File: config.mk
export PLATFORM = sky130hd
export DESIGN_NAME = instr_sequencer_flat
export DESIGN_NICKNAME = d
export VERILOG_FILES = /design/src/rtl/instr_sequencer_if.sv /design/src/rtl/instr_sequencer.sv /design/src/flat_wrapper.sv
export SDC_FILE = /design/constraint.sdc
export NUM_CORES = 1
export LEC_CHECK = 0
export CAP_MARGIN = 40
export CORE_AREA = 3 3 279 281
export CTS_BUF_LIST = sky130_fd_sc_hd__clkbuf_16
export DETAILED_ROUTE_END_ITERATION = 6
export DIE_AREA = 0 0 282 284
export PLACE_DENSITY = 0.49
export RECOVER_POWER = 100
export REMOVE_ABC_BUFFERS = 1
export SYNTH_ARGS = -nofsm -noshare
export SYNTH_HDL_FRONTEND = slang
export SYNTH_SLANG_ARGS = --single-unit
export TNS_END_PERCENT = 100
File: constraint.sdc
create_clock -name clk -period 3.4 [get_ports clk]
set_input_delay 0.51 -clock clk [delete_from_list [all_inputs] [get_ports clk]]
set_output_delay 0.51 -clock clk [all_outputs]
set_load 0.02 [all_outputs]
File: src/rtl/instr_sequencer_if.sv
// Program-load and CU-facing instruction bus of the sequencer.
// No latency of its own; a plain bundle of wires.
// No backpressure: load and start are single-edge strobes, outputs are level.
interface instr_sequencer_if #(
    parameter int INSTR_WIDTH = 20,
    parameter int PC_BITS     = 5
);
    logic                   load_en;
    logic [PC_BITS-1:0]     load_addr;
    logic [INSTR_WIDTH-1:0] load_data;
    logic                   start;
    logic [INSTR_WIDTH-1:0] instr;
    logic [PC_BITS-1:0]     pc;
    logic                   busy;
    logic                   done;
    logic [7:0]             retired;

    // Side that loads the program, starts it and watches progress.
    modport master (
        output load_en, load_addr, load_data, start,
        input  instr, pc, busy, done, retired
    );

    // The sequencer itself.
    modport slave (
        input  load_en, load_addr, load_data, start,
        output instr, pc, busy, done, retired
    );
endinterface

File: src/rtl/instr_sequencer.sv
// Steps a PC through a writable program memory, holding each word on instr for its class's cycle count.
// Start edge loads instr (valid next cycle); first word held N+1 cycles, later words N; done one cycle after last retire.
// No backpressure: start and load_en are simply ignored while busy.
module instr_sequencer #(
    parameter int INSTR_WIDTH = 20,
    parameter int PC_BITS     = 5
) (
    input  logic               clk,
    input  logic               rst,
    instr_sequencer_if.slave   bus
);
    localparam int DEPTH = 1 << PC_BITS;

    typedef enum logic {
        S_IDLE = 1'b0,
        S_RUN  = 1'b1
    } state_t;

    state_t                 state_q, state_d;
    logic [INSTR_WIDTH-1:0] mem_q [DEPTH];
    logic [INSTR_WIDTH-1:0] instr_q, instr_d;
    logic [PC_BITS-1:0]     pc_q, pc_d;
    logic                   busy_q, busy_d;
    logic                   done_q, done_d;
    logic [7:0]             retired_q, retired_d;
    logic [2:0]             cnt_q, cnt_d;

    logic [PC_BITS-1:0]     pc_inc;
    logic [INSTR_WIDTH-1:0] first_word;
    logic [INSTR_WIDTH-1:0] next_word;
    logic [2:0]             first_n;
    logic [2:0]             next_n;

    // Cycles the CU's FSM spends on each class; 0 marks HALT.
    function automatic logic [2:0] hold_cnt(input logic [1:0] cls);
        case (cls)
            2'b01:   hold_cnt = 3'd3;
            2'b10:   hold_cnt = 3'd4;
            2'b11:   hold_cnt = 3'd3;
            default: hold_cnt = 3'd0;
        endcase
    endfunction

    assign pc_inc     = pc_q + PC_BITS'(1);
    assign first_word = mem_q[0];
    assign next_word  = mem_q[pc_inc];
    assign first_n    = hold_cnt(first_word[INSTR_WIDTH-1 -: 2]);
    assign next_n     = hold_cnt(next_word[INSTR_WIDTH-1 -: 2]);

    // Program memory: written only while idle, deliberately not reset so a program survives rst.
    always_ff @(posedge clk) begin
        if (bus.load_en && !busy_q) begin
            mem_q[bus.load_addr] <= bus.load_data;
        end
    end

    // Next-state and output computation for the IDLE/RUN sequencer.
    always_comb begin
        state_d   = state_q;
        instr_d   = instr_q;
        pc_d      = pc_q;
        busy_d    = busy_q;
        done_d    = 1'b0;
        retired_d = retired_q;
        cnt_d     = cnt_q;
        case (state_q)
            S_IDLE: begin
                if (bus.start) begin
                    pc_d      = '0;
                    retired_d = '0;
                    if (first_n == 3'd0) begin
                        done_d = 1'b1;
                    end else begin
                        // Extra cycle covers the CU's RESET->DECODE exit.
                        instr_d = first_word;
                        cnt_d   = first_n + 3'd1;
                        busy_d  = 1'b1;
                        state_d = S_RUN;
                    end
                end
            end
            S_RUN: begin
                if (cnt_q > 3'd1) begin
                    cnt_d = cnt_q - 3'd1;
                end else begin
                    retired_d = (retired_q == 8'hFF) ? retired_q : retired_q + 8'd1;
                    // The PC never wraps: the last address always halts.
                    if ((&pc_q) || (next_n == 3'd0)) begin
                        instr_d = '0;
                        busy_d  = 1'b0;
                        done_d  = 1'b1;
                        cnt_d   = 3'd0;
                        state_d = S_IDLE;
                    end else begin
                        instr_d = next_word;
                        pc_d    = pc_inc;
                        cnt_d   = next_n;
                    end
                end
            end
            default: state_d = S_IDLE;
        endcase
    end

    // State register; reset drives class 00 onto instr so the CU stays in RESET.
    always_ff @(posedge clk or negedge rst) begin
        if (!rst) begin
            state_q   <= S_IDLE;
            instr_q   <= '0;
            pc_q      <= '0;
            busy_q    <= 1'b0;
            done_q    <= 1'b0;
            retired_q <= '0;
            cnt_q     <= '0;
        end else begin
            state_q   <= state_d;
            instr_q   <= instr_d;
            pc_q      <= pc_d;
            busy_q    <= busy_d;
            done_q    <= done_d;
            retired_q <= retired_d;
            cnt_q     <= cnt_d;
        end
    end

    assign bus.instr   = instr_q;
    assign bus.pc      = pc_q;
    assign bus.busy    = busy_q;
    assign bus.done    = done_q;
    assign bus.retired = retired_q;
endmodule

File: src/flat_wrapper.sv
// flat-port wrapper written by rule: the top's interface ports become plain ports
module instr_sequencer_flat 
#(
    parameter int INSTR_WIDTH = 20,
    parameter int PC_BITS     = 5
)
  (clk, rst, bus_load_en, bus_load_addr, bus_load_data, bus_start, bus_instr, bus_pc, bus_busy, bus_done, bus_retired);
  instr_sequencer_if #(.INSTR_WIDTH(INSTR_WIDTH), .PC_BITS(PC_BITS)) bus_i ();
  input  logic clk;
  input  logic rst;
  input wire logic [$bits(bus_i.load_en)-1:0] bus_load_en;
  input wire logic [$bits(bus_i.load_addr)-1:0] bus_load_addr;
  input wire logic [$bits(bus_i.load_data)-1:0] bus_load_data;
  input wire logic [$bits(bus_i.start)-1:0] bus_start;
  output wire logic [$bits(bus_i.instr)-1:0] bus_instr;
  output wire logic [$bits(bus_i.pc)-1:0] bus_pc;
  output wire logic [$bits(bus_i.busy)-1:0] bus_busy;
  output wire logic [$bits(bus_i.done)-1:0] bus_done;
  output wire logic [$bits(bus_i.retired)-1:0] bus_retired;
  assign bus_i.load_en = bus_load_en;
  assign bus_i.load_addr = bus_load_addr;
  assign bus_i.load_data = bus_load_data;
  assign bus_i.start = bus_start;
  assign bus_instr = bus_i.instr;
  assign bus_pc = bus_i.pc;
  assign bus_busy = bus_i.busy;
  assign bus_done = bus_i.done;
  assign bus_retired = bus_i.retired;
  instr_sequencer #(.INSTR_WIDTH(INSTR_WIDTH), .PC_BITS(PC_BITS)) u_core (.clk(clk), .rst(rst), .bus(bus_i));
endmodule
* Word level (Yosys, flattened, before mapping)
Memory sizes are Yosys's and may differ from the RTL's.
Index checks and enable logic that the tools add are counted.
** Operators by class
- Magnitude comparators :: 1
- Add/sub/neg operators :: 4
- Equality and inequality tests :: 13
- Bitwise logic cells :: 1
- Reduce and logical (&&, ||, !) cells :: 13
- Mux-type cells :: 37
** Operators with widths (count)
- $mux W20 :: 4
- $pmux W20 S2 :: 1
- $mux W8 :: 3
- $pmux W3 S2 :: 3
- $pmux W8 S2 :: 1
- $mux W5 :: 3
- $mux W1 :: 14
- $mux W3 :: 4
- $ne A2 B2 Y1 const B :: 6
- $pmux W5 S2 :: 1
- $reduce_and A3 Y1 :: 3
- $add A8 B1 Y8 const B :: 1
- $eq A2 B2 Y1 const B :: 4
- $eq A8 B8 Y1 const B :: 1
- $logic_not A3 Y1 :: 2
- $pmux W1 S2 :: 3
- $add A5 B1 Y5 const B :: 1
- $reduce_and A5 Y1 :: 1
- $eq A2 B1 Y1 const B :: 2
- $reduce_and A4 Y1 :: 1
- $reduce_or A2 Y1 :: 2
- $add A3 B1 Y3 const B :: 1
- $gt A3 B1 Y1 const B :: 1
- $sub A3 B1 Y3 const B :: 1
- other kinds (5) :: 5
** Storage, ports and cells
- Word-level logic and storage cells :: 77
- Output and inout bits :: 35
- Bits in registers :: 39
- Input bits :: 29
- Memories kept :: 1
- RAM bits :: 640
** Memories
- u_core.mem_q :: words 32, width 20, rd ports 2, clocked after memory_dff 0, write ports 1, line instr_sequencer.sv:20 : logic [INSTR_WIDTH-1:0] mem_q [DEPTH];

* Longest topological paths before layout
An unclocked memory read counts as a cell.
- Depth in word-level cells :: 10
- Mapped depth :: 11
- Mapped depth without buffers :: 9

* Worst setup path after synthesis
No wires, ideal clock.
- Path type :: register to register
- Start :: register u_core.pc_q[1], in the netlist u_core.bus.pc[1]
- End :: register u_core.instr_q[10], in the netlist u_core.bus.instr[10]
- Cell stages (with the launch flop) :: 9
- Data arrival time :: 2.894 ns
- Setup slack :: 0.364 ns
- Clock period less this slack :: 3.036 ns
- Buffers on the path :: 3
- Data required time :: 3.258 ns
- Setup time :: 0.142 ns
- Cells stage by stage :: dfrtp_1 ha_1 buf_2 buf_2 buf_1 mux4_2 mux4_2 mux2i_1 o221ai_1
** Between the ends
- Longest elaborated chain between the ends :: 10
- Elaborated cells on any way between the ends :: 13
- Those cells by class :: add/sub (1); eq/ne (3); mux (4); reduce/logical (4); memory (1)
** RTL lines
- start, declared :: line instr_sequencer.sv:22 : logic [PC_BITS-1:0] pc_q, pc_d;
- start signal, assigned :: line instr_sequencer.sv:118 : pc_q <= pc_d;
- $add A5 B1 Y5 :: line instr_sequencer.sv:44 : assign pc_inc = pc_q + PC_BITS'(1);
- $mem_v2 Z32 W20
- $eq A2 B1 Y1 or $eq A2 B2 Y1 (tied branches) :: line instr_sequencer.sv:36 : case (cls)
- $reduce_or A2 Y1 (no line)
- $pmux W3 S2 :: line instr_sequencer.sv:36
- $logic_not A3 Y1 :: line instr_sequencer.sv:88 : if ((&pc_q) || (next_n == 3'd0)) begin
- $logic_or A1 B1 Y1 :: line instr_sequencer.sv:88
- $mux W20 * :: line instr_sequencer.sv:88
- $mux W20 * :: line instr_sequencer.sv:83 : if (cnt_q > 3'd1) begin
- $pmux W20 S2 * :: line instr_sequencer.sv:66 : case (state_q)
- end signal, assigned :: line instr_sequencer.sv:117 : instr_q <= instr_d;
- end, declared :: line instr_sequencer.sv:21 : logic [INSTR_WIDTH-1:0] instr_q, instr_d;
Mark *: on every way between the ends. The rest lies on a longest branch, timed or not. The select of a mux whose other input is x is not followed.
A chain may end at the register's enable or synchronous reset.

* Worst setup path after layout
- Start :: register u_core.busy_q, in the netlist u_core.bus.busy
- End :: memory u_core.mem_q[28][12] (enable)
** Between the ends
- Longest elaborated chain between the ends :: 4
** RTL lines
- start, declared :: line instr_sequencer.sv:23 : logic busy_q, busy_d;
- start signal, assigned :: line instr_sequencer.sv:119 : busy_q <= busy_d;
- $logic_not A1 Y1 :: line instr_sequencer.sv:52 : if (bus.load_en && !busy_q) begin
- $logic_and A1 B1 Y1 :: line instr_sequencer.sv:52
- $mux W1 :: line instr_sequencer.sv:52
- $mux W1 (implied by the code) :: line instr_sequencer.sv:53 : mem_q[bus.load_addr] <= bus.load_data;
- end, declared :: line instr_sequencer.sv:20
Every way passes these cells.

==> out/results.tsv <==
stage	metric	value	unit
outcome	status	complete, but fails checks	
outcome	failing checks	capacitance limit, slew limit	
setup_path	Worst Path Required	3620	ps
clocking	Clock Pin Slew Worst Setup and Hold Paths	60	ps
logic_synthesis	Post-synth EDFFs	640	
final_layout	Syn-to-layout area delta	16.8	%
die	Die Ht	284	um
global_route	gr ovfl total	0	
power_and_ir_drop	Power Density	873	mW/mm^2
global_route	largest net degree at the start of global routing	75	
die	row count	101	
timing	Hold Violations, Final	0	
detailed_routing	antenna-violating nets left	0	
clocking	Root Driver	clkbuf_16	
timing	Pins Over Slew Limit	26	
timing	count of final setup violators	0	
logic_synthesis	most used flip-flop cell after synthesis	edfxtp_1	
logic_synthesis	most frequent cell after synthesis	edfxtp_1	
final_layout	share of layout cells above drive strength 1	0.248	
placement	pre-CTS setup slack	377	ps
logic_synthesis	share of async-settable or async-resettable flops after synthesis	0.0574	
clocking	clock buffer depth	3	
detailed_routing	DRT iter0 DRCs	1047	
logic_synthesis	Synth area leaders	edfxtp_1, mux4_2, dfrtp_1	
detailed_routing	# DRC	0	
timing	Rel. slew slack	-0.0901	
setup_path	Critical Path AT	3370	ps
setup_path	worst-path fanout max	10	
detailed_routing	vias per inst	5.24	
clocking	CTS tree	yes	
timing	Fin Setup TNS	0	ps
placement	routability congestion estimate	0.749	
detailed_routing	drt total wl	64500	um
timing	Setup WS post-layout	243	ps
timing	Hold WS	499	ps
setup_path	CP max stage delay	760	ps
logic_synthesis	Yosys top cell by area	edfxtp_1	
timing	highest clock rate	0.317	GHz
logic_synthesis	YS warnings	0	
global_route	first-pass GRT wire length	94500	um
logic_synthesis	Yosys cell types	45	
global_route	GRT Total Usage	0.164	
final_layout	Storage cell area	0.0202	sq mm
global_route	vias in the first global route	13211	
logic_synthesis	cell count after synthesis	1191	
setup_path	crit-path leading delay family	simple AND/OR/NAND/NOR gates	
placement	IO buf count	63	
min_path	worst hold path class	reg -> reg	
clocking	Max H-tree Level	3	
timing	Worst Skew	16.1	ps
timing	final worst path period need	3160	ps
power_and_ir_drop	Pleak	9.91	nW
final_layout	Final nets	1403	
logic_synthesis	Seq/Total Area, Yosys	0.766	
die	I/O Pins	64	
logic_synthesis	Mapped Area	0.0264	sq mm
logic_synthesis	synthesized area per cell	22.1	sq um
setup_path	Buf/Inv on CP	2	
setup_path	crit path kind	reg -> reg	
die	Die X	282	um
setup_path	CP Cell Sequence	inv_1, nand2_1, or3_1, nor2_1, clkbuf_1	
detailed_routing	routed vias	12577	
final_layout	area of the multi-input gates	0.00594	sq mm
job	Max Cap Violations	1	
timing	crit share post-route	0.928	
power_and_ir_drop	Pwr Total	0.0269	W
logic_synthesis	#FFs+latches synth	679	
die	total die area	0.0801	sq mm
logic_synthesis	Synth top area share	0.729	
placement	HPWL after DPL	37800	um
final_layout	Fillers	6612	
timing	actual slew at the worst max-slew pin	1640	ps
die	Initial Util	0.348	
clocking	number of CTS-inserted buffers	71	
logic_synthesis	most common library cells after synthesis	edfxtp_1, mux4_2, nand2_1, nor2_1, dfrtp_1	
clocking	Resized cells post-CTS	0	
setup_path	CP startpoint kind	flop	
clocking	Sink Count	679	
power_and_ir_drop	VDD IR max	0.559	mV
clocking	clk_lat worst skew	600	ps
setup_path	Crit. End Element	flop	
timing	RSZ-0062 raised after global routing	false	
detailed_routing	drt first pass iters	5	
detailed_routing	WL per Instance	26.9	um
clocking	Post-CTS Setup Inserts	0	
global_route	antenna violations before repair	1	
die	core area	0.0757	sq mm
setup_path	Slowest-stage cell, CP	clkbuf_1	
## cells by family after synthesis
family          synth area share
simple gates              0.0250
mux                        0.178
buf+inv                   0.0121
xor+xnor                 0.00299
compound gates            0.0139
fa+ha+maj                0.00237
flops                      0.766
## path summary, 6_finish.rpt
check                                        to  slack, ps  cells after the start                 from
setup / recovery           u_core.mem_q[28][12]        240                      5      u_core.bus.busy
hold / removal              u_core.bus.instr[0]        500                      2  u_core.bus.instr[0]
setup reg to reg           u_core.mem_q[28][12]        240                      5      u_core.bus.busy
hold reg to reg             u_core.bus.instr[0]        500                      2  u_core.bus.instr[0]
max in group asynchronous   u_core.bus.instr[8]       1110                      3                  rst
min in group asynchronous   u_core.bus.instr[9]        880                      2                  rst
## cell type report
class,count,area share
Tap cell,978,0.0397
Multi-Input combinational cell,443,0.193
Clock buffer,74,0.0601
Inverter,9,0.00110
Timing Repair Buffer,165,0.0406
Clock inverter,49,0.00967
Sequential cell,679,0.656
Antenna cell,4,0.000325
## worst reg2reg max path: cells and delay by family, from the launching register on
kind | cells | cell delay (ps)
DFF | 1 | 390
buffers and inverters | 2 | 1010
and+or+nand+nor | 3 | 1370
## repair_timing
item                       4_1_cts  5_1_grt
hold buffers                     1        0
hold endpoints to repair        23        0
setup endpoints to repair        0        0
## layer usage
layer,up-vias,routed length [um],GRT usage,part of all wire
met1,6832,29900,0.243,0.46
met3,79,3000,0.0252,0.046
li1,5371,-,-,-
met4,0,1330,0.0486,0.021
met5,-,0,0,0
met2,295,30300,0.253,0.47
## registers in the layout, indices dropped and copies added (netlist names)
| name | cells |
|---|---|
| u_core.state_q | 1 |
| u_core.mem_q | 640 |
| u_core.bus.retired | 8 |
| u_core.bus.busy | 1 |
| u_core.bus.pc | 5 |
| u_core.bus.done | 1 |
| u_core.cnt_q | 3 |
| u_core.bus.instr | 20 |
## metrics by stage
stage | area, sq um | utilization | std cells
floorplan | 26100 | - | 1131
global placement | 28800 | 0.381 | 2259
detailed placement | 29100 | 0.384 | 2273
CTS | 31200 | 0.412 | 2397
global route | 30800 | 0.407 | 2398
finish | 30800 | 0.407 | 2401
## power breakdown
part	leakage (nW)	switching (W)	internal, W
logic	2.55	0.00520	0.00481
clock network	1.13	0.00307	0.00414
registers	6.24	0.000242	0.00944
total	9.91	0.00851	0.0184
## cell usage in the layout (no fill, tap or decap), drive strengths merged, types with 2 or more instances in the layout
cell,instances
mux2,3
xor2,6
a21o,2
nand3b,4
nor2,52
edfxtp,640
xnor2,3
dfrtp,39
ha,5
or3,2
dlygate4sd3,56
nor2b,2
o221ai,19
and3,3
bufinv,3
nand4,6
diode,4
nand2,57
nand3,18
o21ai,6
clkbuf,148
a22o,2
mux2i,38
buf,27
clkinv,24
or3b,2
mux4,190
a22oi,2
clkdlybuf4s50,7
inv,31
a21oi,5
Power figures use the tool's default switching activity.
